`config.mk`:
```
export PLATFORM = sky130hd
export DESIGN_NAME = count_sequencer
export DESIGN_NICKNAME = d
export VERILOG_FILES = /design/src/rtl/count_sequencer_pkg.sv /design/src/rtl/count_sequencer_bcd_digit_counter.sv /design/src/rtl/count_sequencer.sv
export SDC_FILE = /design/constraint.sdc
export NUM_CORES = 1
export LEC_CHECK = 0
export CELL_PAD_IN_SITES_DETAIL_PLACEMENT = 1
export CELL_PAD_IN_SITES_GLOBAL_PLACEMENT = 1
export CORE_UTILIZATION = 41
export DETAILED_ROUTE_END_ITERATION = 10
export HOLD_SLACK_MARGIN = 0.06
export PLACE_DENSITY = 0.82
export SYNTH_ARGS = -nofsm -noshare
export SYNTH_HDL_FRONTEND = slang
export SYNTH_HIERARCHICAL = 1
export SYNTH_SLANG_ARGS = --single-unit
```
`constraint.sdc`:
```
create_clock -name clk_in -period 3.22 [get_ports clk_in]
set_clock_uncertainty 0.15 [all_clocks]
set_input_delay 0.322 -clock clk_in [delete_from_list [all_inputs] [get_ports clk_in]]
set_output_delay 0.322 -clock clk_in [all_outputs]
set_load 0.005 [all_outputs]
```
`src/rtl/count_sequencer_pkg.sv`:
```
// Shared definitions for the BCD display count sequencer.
// Holds the FSM state type, the default timing and digit-limit values,
// and the width of one BCD digit.
package count_sequencer_pkg;

  typedef enum logic [1:0] {
    ST_IDLE  = 2'd0,
    ST_RUN   = 2'd1,
    ST_PAUSE = 2'd2,
    ST_DONE  = 2'd3
  } state_e;

  localparam int unsigned DIGIT_W             = 4;
  localparam int unsigned DEF_TICK_PERIOD     = 5_000_000;
  localparam int unsigned DEF_TICK_W          = 23;
  localparam int unsigned DEF_UNITS_LIMIT     = 10;
  localparam int unsigned DEF_TENS_LIMIT      = 10;
  localparam logic [7:0]  DEF_END_COUNT       = 8'h99;

endpackage

```
`src/rtl/count_sequencer_bcd_digit_counter.sv`:
```
// One BCD digit of the display counter.
// Ports:
//   clk_in  clock
//   rst_n   asynchronous reset, active low
//   en      advance the digit by one this cycle
//   clr     force the digit to zero (wins over en)
//   q       current digit value
//   wrap    digit sits at LIMIT-1, so an enabled step returns it to zero
module bcd_digit_counter
  import count_sequencer_pkg::*;
#(
  parameter int unsigned LIMIT = DEF_UNITS_LIMIT
) (
  input  logic               clk_in,
  input  logic               rst_n,
  input  logic               en,
  input  logic               clr,
  output logic [DIGIT_W-1:0] q,
  output logic               wrap
);

  localparam logic [DIGIT_W-1:0] DIGIT_MAX = DIGIT_W'(LIMIT - 1);

  logic [DIGIT_W-1:0] q_q;
  logic [DIGIT_W-1:0] q_d;

  assign wrap = (q_q == DIGIT_MAX);
  assign q    = q_q;

  always_comb begin
    q_d = q_q;
    if (clr) begin
      q_d = '0;
    end else if (en) begin
      q_d = wrap ? '0 : q_q + 1'b1;
    end
  end

  always_ff @(posedge clk_in or negedge rst_n) begin
    if (!rst_n) begin
      q_q <= '0;
    end else begin
      q_q <= q_d;
    end
  end

endmodule

```
`src/rtl/count_sequencer.sv`:
```
// Run/stop sequencer for the two-digit BCD display counter.
// A prescaler running only in RUN produces a one-cycle tick every TICK_PERIOD
// run cycles; each tick steps the units digit, which cascades into tens.
// Ports:
//   clk_in     board clock
//   rst_n      asynchronous reset, active low
//   start      pulse: run / resume
//   stop       pulse: pause
//   clear      pulse: zero the count and return to IDLE (highest priority)
//   mode_wrap  1: wrap END_COUNT to 0 and keep running; 0: halt in DONE
//   count      {tens, units} BCD value
//   running    high while in RUN
//   done       high while in DONE
//   tick       one-cycle pulse per increment
//   carry      with tick when the units digit is about to wrap
module count_sequencer
  import count_sequencer_pkg::*;
#(
  parameter int unsigned TICK_PERIOD = DEF_TICK_PERIOD,
  parameter int unsigned TICK_W      = DEF_TICK_W,
  parameter int unsigned UNITS_LIMIT = DEF_UNITS_LIMIT,
  parameter int unsigned TENS_LIMIT  = DEF_TENS_LIMIT,
  parameter logic [7:0]  END_COUNT   = DEF_END_COUNT
) (
  input  logic       clk_in,
  input  logic       rst_n,
  input  logic       start,
  input  logic       stop,
  input  logic       clear,
  input  logic       mode_wrap,
  output logic [7:0] count,
  output logic       running,
  output logic       done,
  output logic       tick,
  output logic       carry
);

  localparam logic [TICK_W-1:0] PRESC_LAST = TICK_W'(TICK_PERIOD - 1);

  state_e              state_q, state_d;
  logic [TICK_W-1:0]   presc_q, presc_d;
  logic                tick_q, tick_d;
  logic                carry_q, carry_d;
  logic                running_q, running_d;
  logic                done_q, done_d;

  logic [DIGIT_W-1:0]  units_q;
  logic [DIGIT_W-1:0]  tens_q;
  logic                units_wrap;
  logic                tens_wrap;

  logic                at_end;
  logic                halt;
  logic                digit_clr;
  logic                units_en;
  logic                tens_en;

  // The registered tick is consumed on the edge that ends its high cycle.
  // At the terminal value that edge either halts (count held) or forces
  // both digits to zero, so END_COUNT need not coincide with a natural wrap.
  assign at_end    = ({tens_q, units_q} == END_COUNT);
  assign halt      = tick_q & at_end & ~mode_wrap;
  assign digit_clr = clear | (tick_q & at_end & mode_wrap);
  assign units_en  = tick_q & ~halt;
  assign tens_en   = units_en & units_wrap;

  bcd_digit_counter #(
    .LIMIT (UNITS_LIMIT)
  ) u_units (
    .clk_in (clk_in),
    .rst_n  (rst_n),
    .en     (units_en),
    .clr    (digit_clr),
    .q      (units_q),
    .wrap   (units_wrap)
  );

  bcd_digit_counter #(
    .LIMIT (TENS_LIMIT)
  ) u_tens (
    .clk_in (clk_in),
    .rst_n  (rst_n),
    .en     (tens_en),
    .clr    (digit_clr),
    .q      (tens_q),
    .wrap   (tens_wrap)
  );

  always_comb begin
    state_d = state_q;
    if (clear) begin
      state_d = ST_IDLE;
    end else if (halt) begin
      state_d = ST_DONE;
    end else begin
      unique case (state_q)
        ST_IDLE:  if (start)          state_d = ST_RUN;
        ST_RUN:   if (stop)           state_d = ST_PAUSE;
        ST_PAUSE: if (start && !stop) state_d = ST_RUN;
        ST_DONE:  state_d = ST_DONE;
        default:  state_d = ST_IDLE;
      endcase
    end
  end

  // Prescaler counts every cycle spent in RUN, so a pause keeps the partial
  // period and resume continues exactly where it left off.
  always_comb begin
    presc_d = presc_q;
    tick_d  = 1'b0;
    if (clear || state_q == ST_IDLE) begin
      presc_d = '0;
    end else if (state_q == ST_RUN) begin
      if (presc_q == PRESC_LAST) begin
        presc_d = '0;
        tick_d  = 1'b1;
      end else begin
        presc_d = presc_q + 1'b1;
      end
    end
  end

  always_comb begin
    carry_d   = tick_d & units_wrap;
    running_d = (state_d == ST_RUN);
    done_d    = (state_d == ST_DONE);
  end

  always_ff @(posedge clk_in or negedge rst_n) begin
    if (!rst_n) begin
      state_q   <= ST_IDLE;
      presc_q   <= '0;
      tick_q    <= 1'b0;
      carry_q   <= 1'b0;
      running_q <= 1'b0;
      done_q    <= 1'b0;
    end else begin
      state_q   <= state_d;
      presc_q   <= presc_d;
      tick_q    <= tick_d;
      carry_q   <= carry_d;
      running_q <= running_d;
      done_q    <= done_d;
    end
  end

  assign count   = {tens_q, units_q};
  assign running = running_q;
  assign done    = done_q;
  assign tick    = tick_q;
  assign carry   = carry_q;

endmodule

```
==> flow_metrics.tcl <==
set metrics [dict create \
    grt_max_degree 38 \
    wl_mm 5.444 \
    grt_pass1_vias 2039 \
    regToRegSetupSlack_ns 0.76 \
    wl_per_cell_um 16.65 \
    tightest_slew_ns 0.8711 \
    whs_ns 0.3674 \
    min_period_ns 2.456 \
    clock-sinks 37 \
    grt_first_pass_wirelength_mm 9.494 \
    critPathArrivalTime_ns 2.52 \
    final_common_cell "dfrtp_1" \
    synth.largest_area_cell "dfrtp_1" \
    drive_gt1_share_pct 9.728 \
    hpwl_mm 3.699 \
    die_w_um 75.35 \
    finalNetCount 267 \
    num_rows 26 \
    path_clk_slew_ns 0.08 \
    path_cells "or2b_2 -> nor2_1 -> a21boi_2 -> a41oi_1 -> a31oi_1" \
    cp.required_ns 3.28 \
    grt_setup_unrepaired "no" \
    synth-edff-count 0 \
    tns_ns 0 \
    path_buf_inv 0 \
    ys.flop_type "dfrtp_1" \
    synth_top_cells_by_area "dfrtp_1 42%, a21oi_1 5.0%, nand2_1 3.9%" \
    clockBufferDepth 2 \
    vias 1915 \
    place_inst 318 \
    status "completed" \
    fmax_mhz 407.2 \
    route.detailed.drc 0 \
    layout_common_cells "37 x dfrtp_1, 23 x nand2_1, 22 x a21oi_1" \
    slew_headroom_pct 41.93 \
    cp-start-kind "flop" \
    maxCapViolations 0 \
    ys_types 50 \
    h-tree-depth 2 \
    ios 18 \
    diodes 0 \
    path_max_fanout 15 \
    rr_worst_depth 5 \
    cts_resized 0 \
    area_growth_pct 13.56 \
    n_fill_cell 633 \
    routed_via_density 5.856 \
    numCtsBuffers 5 \
    cts_tree "built" \
    core_area_sq_um 5140 \
    gp_congestion 0.7724 \
    first_pass_iters 4 \
    path_delay_family "compound AO/OA/AOI/OAI gates" \
    avgSynthCellArea_sq_um 9.230 \
    cpPeakStageDelay_ns 0.64 \
    ys_ff_latch 37 \
    ant_nets 0 \
    dieArea_sq_um 5678 \
    grt_antenna_before_repair 0 \
    end_kind "flop" \
    syn_inst 239 \
    synth_top_cell_area_share_pct 41.97 \
    min_path_cells 1 \
    hp-class "flop to flop" \
    drtIter0Drc 107 \
    die_h_um 75.35 \
    crit_slowest_cell "a21boi_2" \
    final_cell_area_sq_um 2505 \
    crit_cells 5 \
    clock_latency_ns 0.30 \
    initial_core_util_pct 42.92 \
    hold_viol 0 \
    p_per_area_nw_per_um2 364.8 \
    placed_area_sq_um 2394 \
    crit_type "flop to flop" \
    synthesis.area_sq_um 2206 \
    cts_root_buf "clkbuf_8" \
    grt_overflow 0 \
    slew_viol_final 0 \
    setup_violations 0 \
    p_total_mw 0.9138 \
    final_cells 327 \
    async_flop_share_pct 100.0 \
    vdd_drop_max_mv 0.2066 \
    fin_crit_sh_pct 76.26 \
    power.leakage_nw 1.040 \
    grt_usage_pct 22.14 \
    syn_nets 250 \
    io_buffers 17 \
    ys_seq_area_share_pct 41.97 \
    yosysWarningCount 6 \
]
-- state kept, by name (all words and copies together) (netlist names) --
name and flops:
state_q 2, done 1, tick 1, carry 1, running 1, u_units/q 4
u_tens/q 4, presc_q 23
-- area by class of cell --
| class | count | area (sq um) | share of cell area, % |
|---|---|---|---|
| well taps | 70 | 87.58 | 3.497 |
| multi-input cells | 185 | 1170 | 46.70 |
| inverters | 6 | 22.52 | 0.8991 |
| clock inverters | 1 | 5.005 | 0.1998 |
| flip-flops and latches | 37 | 925.9 | 36.96 |
| clock buffers | 7 | 96.34 | 3.846 |
| repair buffers | 21 | 197.7 | 7.892 |
-- worst reg2reg max path: stages (launching register included) --
cell,delay [ns]
dfrtp_1,0.50
or2b_2,0.38
nor2_1,0.24
a21boi_2,0.64
a41oi_1,0.25
a31oi_1,0.22
-- where the power goes --
group          switching (mW)  internal (mW)
Sequential            0.00561          0.469
Combinational          0.0443         0.0292
Clock                   0.173          0.194
-- cell usage after synthesis, types with 2 or more instances --
cell type	instances
o21ai_1	2
or2b_1	2
dfrtp_1	37
a21o_1	3
clkbuf_1	5
a21oi_1	22
inv_1	6
and4b_1	2
a41oi_1	9
nand2_1	23
a21boi_0	2
nor3_1	8
nand2b_1	7
o21ai_0	10
nor4_1	2
a31oi_1	13
and4_1	2
or4bb_1	2
nand3_1	10
nor2_1	14
buf_6	3
nand3b_1	6
a31o_2	3
nand4_1	6
ha_1	5
clkbuf_8	2
and2_1	2
xor2_1	3
and3_1	7
-- cell families after synthesis --
family,synth area share [%]
AOI/OAI and AO/OA,20.31
xor gates and xnor gates,1.191
adders and majority gates,2.836
buffers and inverters,4.992
DFF,41.97
muxes,0.4538
and+or+nand+nor,28.25
-- per-stage QoR --
step                      util [%]  setup slack [ns]
after floorplan                  -             1.097
after global placement       46.57            0.7545
after detailed placement     46.57            0.6720
after CTS                    48.73            0.7777
after global routing         48.73            0.6632
final                        48.73            0.7644
-- path summary, 6_finish.rpt --
check,startpoint,end
min in group asynchronous,rst_n,u_tens/q[0]
max in group asynchronous,rst_n,presc_q[3]
setup reg to reg,state_q[1],presc_q[21]
hold reg to reg,presc_q[22],presc_q[22]
setup / recovery,state_q[1],presc_q[21]
hold / removal,presc_q[22],presc_q[22]
-- layer usage --
layer  share of wire (%)  track usage [%]  up-vias
li1                    -                -      931
met1                  48            28.79      952
met2                  47            36.31       23
met3                 2.2            4.497        9
met4                 2.0            8.848        0
met5                   0                0        -
-- repair_timing --
action	in CTS	in global routing
buffers inserted	0	0
hold endpoints to repair	37	0
hold buffers	1	0
Note: power is estimated with default switching activity, not from simulation.
